### src/rtl/ascon_perm_if.sv
// Request/response bundle between the Ascon mode FSM and the permutation sequencer.
// master = requester/consumer side, slave = permutation controller.
interface ascon_perm_if;
  logic         in_valid;
  logic         in_ready;
  logic [3:0]   in_rounds;
  logic [319:0] in_state;
  logic         out_valid;
  logic         out_ready;
  logic [319:0] out_state;

  modport master (
    output in_valid, in_rounds, in_state, out_ready,
    input  in_ready, out_valid, out_state
  );

  modport slave (
    input  in_valid, in_rounds, in_state, out_ready,
    output in_ready, out_valid, out_state
  );
endinterface

### src/rtl/ascon_perm_ctrl.sv
// Iterative Ascon permutation: one round per clock on a 320-bit state register,
// running rounds 12-N..11 for an N-round request (p^a / p^b).
module ascon_perm_ctrl #(
  parameter int MAX_ROUNDS = 12
) (
  input  logic            clk,
  input  logic            rst_n,
  ascon_perm_if.slave     bus,
  input  logic            abort,
  output logic            busy,
  output logic [7:0]      cur_const
);

  typedef enum logic [1:0] {
    IDLE = 2'd0,
    RUN  = 2'd1,
    DONE = 2'd2
  } fsm_t;

  localparam logic [3:0] MAX_R = 4'(MAX_ROUNDS);
  localparam int ROT_A [5] = '{19, 61, 1, 10, 7};
  localparam int ROT_B [5] = '{28, 39, 6, 17, 41};

  fsm_t         fsm_reg;
  logic [319:0] state_reg;
  logic [3:0]   rnd_idx_reg;
  logic         in_ready_reg;
  logic         out_valid_reg;
  logic         busy_reg;

  logic [3:0]   req_rounds;
  logic [0:4][63:0] x_w;
  logic [0:4][63:0] sbox_w;
  logic [0:4][63:0] lin_w;
  logic [63:0]  a0, a1, a2, a3, a4;
  logic [63:0]  t0, t1, t2, t3, t4;
  logic [63:0]  b0, b1, b2, b3, b4;

  assign req_rounds = (bus.in_rounds > MAX_R) ? MAX_R : bus.in_rounds;
  assign cur_const  = (fsm_reg == RUN) ? {4'hF - rnd_idx_reg, rnd_idx_reg} : 8'h00;

  assign bus.in_ready  = in_ready_reg;
  assign bus.out_valid = out_valid_reg;
  assign bus.out_state = state_reg;
  assign busy          = busy_reg;

  // Word 0 is x0 in the top 64 bits.
  assign x_w = state_reg;

  // Constant addition and bitsliced 5-bit S-box across all 64 columns.
  always_comb begin
    a0 = x_w[0] ^ x_w[4];
    a1 = x_w[1];
    a2 = x_w[2] ^ {56'h0, cur_const} ^ x_w[1];
    a3 = x_w[3];
    a4 = x_w[4] ^ x_w[3];
    t0 = ~a0 & a1;
    t1 = ~a1 & a2;
    t2 = ~a2 & a3;
    t3 = ~a3 & a4;
    t4 = ~a4 & a0;
    b0 = a0 ^ t1;
    b1 = a1 ^ t2;
    b2 = a2 ^ t3;
    b3 = a3 ^ t4;
    b4 = a4 ^ t0;
    sbox_w[0] = b0 ^ b4;
    sbox_w[1] = b1 ^ b0;
    sbox_w[2] = ~b2;
    sbox_w[3] = b3 ^ b2;
    sbox_w[4] = b4;
  end

  genvar gi;
  generate
    for (gi = 0; gi < 5; gi++) begin : g_lin
      localparam int RA = ROT_A[gi];
      localparam int RB = ROT_B[gi];
      assign lin_w[gi] = sbox_w[gi]
                       ^ ((sbox_w[gi] >> RA) | (sbox_w[gi] << (64 - RA)))
                       ^ ((sbox_w[gi] >> RB) | (sbox_w[gi] << (64 - RB)));
    end
  endgenerate

  always_ff @(posedge clk or negedge rst_n) begin
    if (!rst_n) begin
      fsm_reg       <= IDLE;
      state_reg     <= '0;
      rnd_idx_reg   <= 4'd0;
      in_ready_reg  <= 1'b1;
      out_valid_reg <= 1'b0;
      busy_reg      <= 1'b0;
    end else begin
      case (fsm_reg)
        IDLE: begin
          if (bus.in_valid) begin
            state_reg    <= bus.in_state;
            rnd_idx_reg  <= 4'd12 - req_rounds;
            in_ready_reg <= 1'b0;
            busy_reg     <= 1'b1;
            if (req_rounds == 4'd0) begin
              fsm_reg       <= DONE;
              out_valid_reg <= 1'b1;
            end else begin
              fsm_reg <= RUN;
            end
          end
        end
        RUN: begin
          // Aborted runs keep the partially permuted state visible.
          if (abort) begin
            fsm_reg      <= IDLE;
            in_ready_reg <= 1'b1;
            busy_reg     <= 1'b0;
          end else begin
            state_reg   <= lin_w;
            rnd_idx_reg <= rnd_idx_reg + 4'd1;
            if (rnd_idx_reg == 4'd11) begin
              fsm_reg       <= DONE;
              out_valid_reg <= 1'b1;
            end
          end
        end
        DONE: begin
          if (abort || bus.out_ready) begin
            fsm_reg       <= IDLE;
            out_valid_reg <= 1'b0;
            in_ready_reg  <= 1'b1;
            busy_reg      <= 1'b0;
          end
        end
        default: begin
          fsm_reg       <= IDLE;
          in_ready_reg  <= 1'b1;
          out_valid_reg <= 1'b0;
          busy_reg      <= 1'b0;
        end
      endcase
    end
  end

endmodule

### src/flat_wrapper.sv
// flat-port wrapper written by rule: the top's interface ports become plain ports
module ascon_perm_ctrl_flat 
#(
  parameter int MAX_ROUNDS = 12
)
  (clk, rst_n, abort, busy, cur_const, bus_in_valid, bus_in_rounds, bus_in_state, bus_out_ready, bus_in_ready, bus_out_valid, bus_out_state);
  ascon_perm_if bus_i ();
  input  logic clk;
  input  logic rst_n;
  input  logic abort;
  output logic busy;
  output logic [7:0] cur_const;
  input wire logic [$bits(bus_i.in_valid)-1:0] bus_in_valid;
  input wire logic [$bits(bus_i.in_rounds)-1:0] bus_in_rounds;
  input wire logic [$bits(bus_i.in_state)-1:0] bus_in_state;
  input wire logic [$bits(bus_i.out_ready)-1:0] bus_out_ready;
  output wire logic [$bits(bus_i.in_ready)-1:0] bus_in_ready;
  output wire logic [$bits(bus_i.out_valid)-1:0] bus_out_valid;
  output wire logic [$bits(bus_i.out_state)-1:0] bus_out_state;
  assign bus_i.in_valid = bus_in_valid;
  assign bus_i.in_rounds = bus_in_rounds;
  assign bus_i.in_state = bus_in_state;
  assign bus_i.out_ready = bus_out_ready;
  assign bus_in_ready = bus_i.in_ready;
  assign bus_out_valid = bus_i.out_valid;
  assign bus_out_state = bus_i.out_state;
  ascon_perm_ctrl #(.MAX_ROUNDS(MAX_ROUNDS)) u_core (.clk(clk), .rst_n(rst_n), .bus(bus_i), .abort(abort), .busy(busy), .cur_const(cur_const));
endmodule
### config.mk
export PLATFORM = sky130hd
export DESIGN_NAME = ascon_perm_ctrl_flat
export DESIGN_NICKNAME = d
export VERILOG_FILES = /design/src/rtl/ascon_perm_if.sv /design/src/rtl/ascon_perm_ctrl.sv /design/src/flat_wrapper.sv
export SDC_FILE = /design/constraint.sdc
export NUM_CORES = 2
export LEC_CHECK = 0
export ABC_AREA = 1
export CAP_MARGIN = 40
export CORE_MARGIN = 2
export CORE_UTILIZATION = 49
export CTS_CLUSTER_DIAMETER = 30
export DETAILED_ROUTE_END_ITERATION = 8
export PLACE_DENSITY = 0.9
export SLEW_MARGIN = 25
export SYNTH_ARGS = -nofsm -noshare
export SYNTH_HDL_FRONTEND = slang
export SYNTH_SLANG_ARGS = --single-unit
### constraint.sdc
create_clock -name clk -period 2.4 [get_ports clk]
set_input_delay 0.6 -clock clk [delete_from_list [all_inputs] [get_ports clk]]
set_output_delay 0.6 -clock clk [all_outputs]
set_load 0.02 [all_outputs]
==> flow_metrics.tcl, run 1 <==
set metrics [dict create \
    outcome "stopped before the end" \
    stop_stage "global routing (5_1_grt)" \
    error "[ERROR GRT-0116] Global routing finished with congestion. Check the congestion regions in the DRC Viewer." \
    die_width_um 273.1 \
    yosysWarnings 0 \
    grt_pass1_vias 63624 \
    synth_top_area_cell "nand2_1" \
    avgSynthCellArea_sq_um 5.772 \
    syn_nets 6607 \
    ys_types 44 \
    synth.ff_latch_count 329 \
    synthFlopType "dfrtp_1" \
    htree_levels 3 \
    synthesis.area_sq_um 35490 \
    port_buffers 659 \
    ys_async_sr_fraction 1.000 \
    gp_congestion 1.228 \
    root_buffer "clkbuf_16" \
    fp.dieH_um 273.1 \
    gr-total-overflow 223 \
    clock_sinks 329 \
    yosysSeqAreaShare 0.2320 \
    cts_made_buffers 98 \
    clock_path_buffers 3 \
    synth_cells 6148 \
    grt_max_degree 86 \
    dp_hpwl_um 199400 \
    grt_util_all_layers 0.8369 \
    initial_utilization 0.4955 \
    dp_slack_ns -0.3727 \
    placementRows 98 \
    synth_edf_count 0 \
    grt_pass1_wl_um 458000 \
    yosysTopAreaCellShare 0.3146 \
    io_pins 660 \
    synth.area.top_cells "nand2_1 (31%), dfrtp_1 (23%), nand3_1 (9.3%)" \
]
## kinds of logic after synthesis
| logic type | after synthesis | synth area share |
|---|---|---|
| and+or+nand+nor | 4250 | 0.4753 |
| buffers and inverters | 652 | 0.07542 |
| AOI/OAI and AO/OA | 409 | 0.06840 |
| xor gates and xnor gates | 378 | 0.1030 |
| DFF | 329 | 0.2320 |
| adders and majority gates | 130 | 0.04584 |
## layer usage
metal  GRT overflow  track usage
met5              1       0.4275
met4             94       0.8532
met3              6       0.7236
met2            118       0.9702
met1              4       0.8267
## what timing repair did
item,4_1_cts
pin swaps,51
endpoints found under the setup margin,298
gates cloned,4
hold buffers,1
endpoints found under the hold margin,41
resized for setup,358
buffers inserted,34
## Yosys cell counts, types with 2 or more instances
library cell,number
o21ai_2,6
o22ai_1,3
o221ai_1,52
o211ai_1,31
nand3b_1,2
nand3_1,656
nand4_1,5
nor2_2,4
inv_1,496
a21oi_1,47
a21oi_2,6
xnor2_1,129
inv_2,10
nor2_1,589
o21ai_0,138
xor2_2,8
ha_1,130
clkbuf_1,18
a21boi_1,8
xor2_1,203
a31oi_1,3
xnor2_2,38
dfrtp_1,328
a21boi_0,6
buf_4,25
nor2_4,3
o21ai_1,103
nand2_2,6
buf_2,100
nor3_1,8
nand2_1,2974
## through the flow
| step | TNS [ns] | hold WS (ns) | area, sq um | instances | utilization |
|---|---|---|---|---|---|
| 4_1_cts | -0.3577 | 0.5113 | 56210 | 8913 | 0.7849 |
| 2_1_floorplan | 0 | 0.3044 | 35490 | 6148 | - |
| 3_5_place_dp | -8.950 | 0.4889 | 51420 | 8694 | 0.7181 |
| 3_3_place_gp | -1.964 | 0.4705 | 51420 | 8694 | 0.7181 |
==> inputs of run 2 (changes only) <==
Settings changed: CORE_UTILIZATION 49 to 40, CTS_CLUSTER_DIAMETER 30 to not set, PLACE_DENSITY 0.9 to not set, PLACE_DENSITY_LB_ADDON set to 0.15.
Clock period 2.4 ns to 3.1 ns, I/O delays scaled along.
==> flow_metrics.tcl, run 2 <==
set metrics [dict create \
    tns_ns 0 \
    drtAntennaViolNets 0 \
    drv_cap 0 \
    path_clk_slew_ns 0.06 \
    tightest_slew_ns 1.014 \
    antenna_found_initial 13 \
    root_buffer "clkbuf_16" \
    drt_pass1_iterations 6 \
    grt_pass1_vias 41166 \
    cts_tree "done" \
    nFillCells 8909 \
    synthTopCellsByCount "nand2_1 (2974), nand3_1 (656), nor2_1 (589)" \
    max_stage_delay_ns 0.68 \
    yosysMostFrequentCell "nand2_1" \
    synthesis.area_sq_um 35490 \
    grt_util_all_layers 0.4851 \
    fp.dieH_um 301.8 \
    synthFlopType "dfrtp_1" \
    ys_types 44 \
    required_ns 2.32 \
    routed_wl_um 228800 \
    outcome "completed" \
    initial_utilization 0.4028 \
    yosysSeqAreaShare 0.2320 \
    max-slew-margin-rel 0.3189 \
    cts_resized 0 \
    placementRows 109 \
    period_minus_slack_ns 3.016 \
    final_hold_viol_count 0 \
    seqCellArea_sq_um 8234 \
    clock_sinks 329 \
    cts_made_buffers 42 \
    finalSetupViolations 0 \
    finalNetCount 7583 \
    syn_nets 6607 \
    synthSimpleGateAreaFrac 0.4753 \
    die-area_sq_um 91110 \
    core_sq_um 88100 \
    avgSynthCellArea_sq_um 5.772 \
    grt_pass1_wl_um 307400 \
    period_share 0.9729 \
    via_per_inst 5.652 \
    synthAdderAreaFrac 0.04584 \
    drc 0 \
    io_pins 660 \
    htree_levels 2 \
    worstSetupPathType "reg2out" \
    critical_path.startpoint_type "flop" \
    skew_ns 0.01998 \
    hold_class "in2async" \
    multi_input_area_sq_um 24590 \
    routedWlPerCell_um 27.47 \
    synth_top_area_cell "nand2_1" \
    synth.area.top_cells "nand2_1 (31%), dfrtp_1 (23%), nand3_1 (9.3%)" \
    insertion_delay_ns 0.61 \
    largest_reg_flops 320 \
    clock_path_buffers 3 \
    arrival_ns 2.24 \
    area_growth_pct 34.28 \
    fmaxAchievable_ghz 0.3316 \
    cp_slowest_cell "clkdlybuf4s50_1" \
    final_common_cell "nand2_1" \
    dp_hpwl_um 194200 \
    synth.ff_latch_count 329 \
    synth_cells 6148 \
    synth.area.mux_share 0 \
    ys_async_sr_fraction 1.000 \
    gp_congestion 1.164 \
    synth_edf_count 0 \
    drive_gt1_frac 0.07993 \
    crit_fanout 16 \
    vias 47071 \
    drv_slew 0 \
    end_kind "output pin" \
    drtIter0Drc 6235 \
    die_width_um 301.8 \
    rsz0062_at_grt "no" \
    gr-total-overflow 0 \
    crit_chain "inv_4 -> nand2_4 -> nor2_2 -> clkdlybuf4s50_1" \
    yosysTopAreaCellShare 0.3146 \
    synth-xor-area-share 0.1030 \
    ctsHoldBuffers 0 \
    yosysWarnings 0 \
    post_cts_buffers 0 \
    final_cell_mix "nand2_1 (2974), clkdlybuf4s50_1 (658), nand3_1 (656)" \
    port_buffers 659 \
    synth_top_family_by_area "simple AND/OR/NAND/NOR gates" \
    grt_max_degree 143 \
    synth_compound_area_frac 0.06840 \
]
run 2: cells by family (layout without fill, tap and decap cells):
family | after synthesis | count (layout)
simple gates | 4250 | 4250
compound gates | 409 | 409
xor+xnor | 378 | 378
fa+ha+maj | 130 | 130
other cells | 0 | 7
flops | 329 | 329
buf+inv | 652 | 1660
run 2: final timing paths:
| path | start | endpoint | slack, ns | depth (start not counted) |
|---|---|---|---|---|
| setup / recovery | u_core.fsm_reg[1] | cur_const[4] | 0.08 | 4 |
| hold / removal | rst_n | u_core.bus.out_state[107] | 0.20 | 1 |
| max in group asynchronous | rst_n | u_core.bus.out_state[279] | 2.09 | 2 |
| min in group clk | u_core.busy | u_core.busy | 0.50 | 1 |
| hold reg to reg | u_core.busy | u_core.busy | 0.50 | 1 |
| setup reg to reg | u_core.fsm_reg[1] | u_core.bus.out_state[293] | 0.20 | 18 |
run 2: metrics by stage:
step | instances | utilization | hold slack (ns) | area (sq um) | worst slack, ns
after floorplan | 6148 | - | 0.4794 | 35490 | 0.6321
final | 8328 | 0.5409 | 0.1985 | 47650 | 0.08391
after global placement | 8244 | 0.5246 | 0.4785 | 46220 | 0.2817
after global routing | 8321 | 0.5407 | 0.2287 | 47630 | 0.01282
after detailed placement | 8245 | 0.5247 | 0.4807 | 46220 | 0.2522
after CTS | 8321 | 0.5407 | 0.2068 | 47630 | 0.06853
run 2: area by class of cell:
| class | count | share of cell area |
|---|---|---|
| multi-input cells | 5167 | 0.5161 |
| clock inverters | 17 | 0.003991 |
| repair buffers | 1077 | 0.2104 |
| flip-flops and latches | 329 | 0.1728 |
| diodes | 7 | 0.0003676 |
| inverters | 507 | 0.04010 |
| clock buffers | 59 | 0.02558 |
| well taps | 1165 | 0.03059 |
run 2: critical path, delay by kind of cell, from the launching register on:
| kind | cells | cell delay, ns |
|---|---|---|
| and+or+nand+nor | 2 | 0.36 |
| DFF | 1 | 0.46 |
| buffers and inverters | 2 | 0.81 |
run 2: routing by layer:
| layer | global-route usage | part of all wire | vias to the layer above |
|---|---|---|---|
| met5 | 0.001035 | 0.00045 | - |
| met4 | 0.3682 | 0.095 | 16 |
| met3 | 0.1210 | 0.12 | 712 |
| met2 | 0.7027 | 0.40 | 3112 |
| met1 | 0.6202 | 0.38 | 21938 |
| li1 | - | - | 21293 |
Power of run 2 is not shown: default switching activity piles up to over one toggle a cycle in this logic, so the estimate is an artifact.
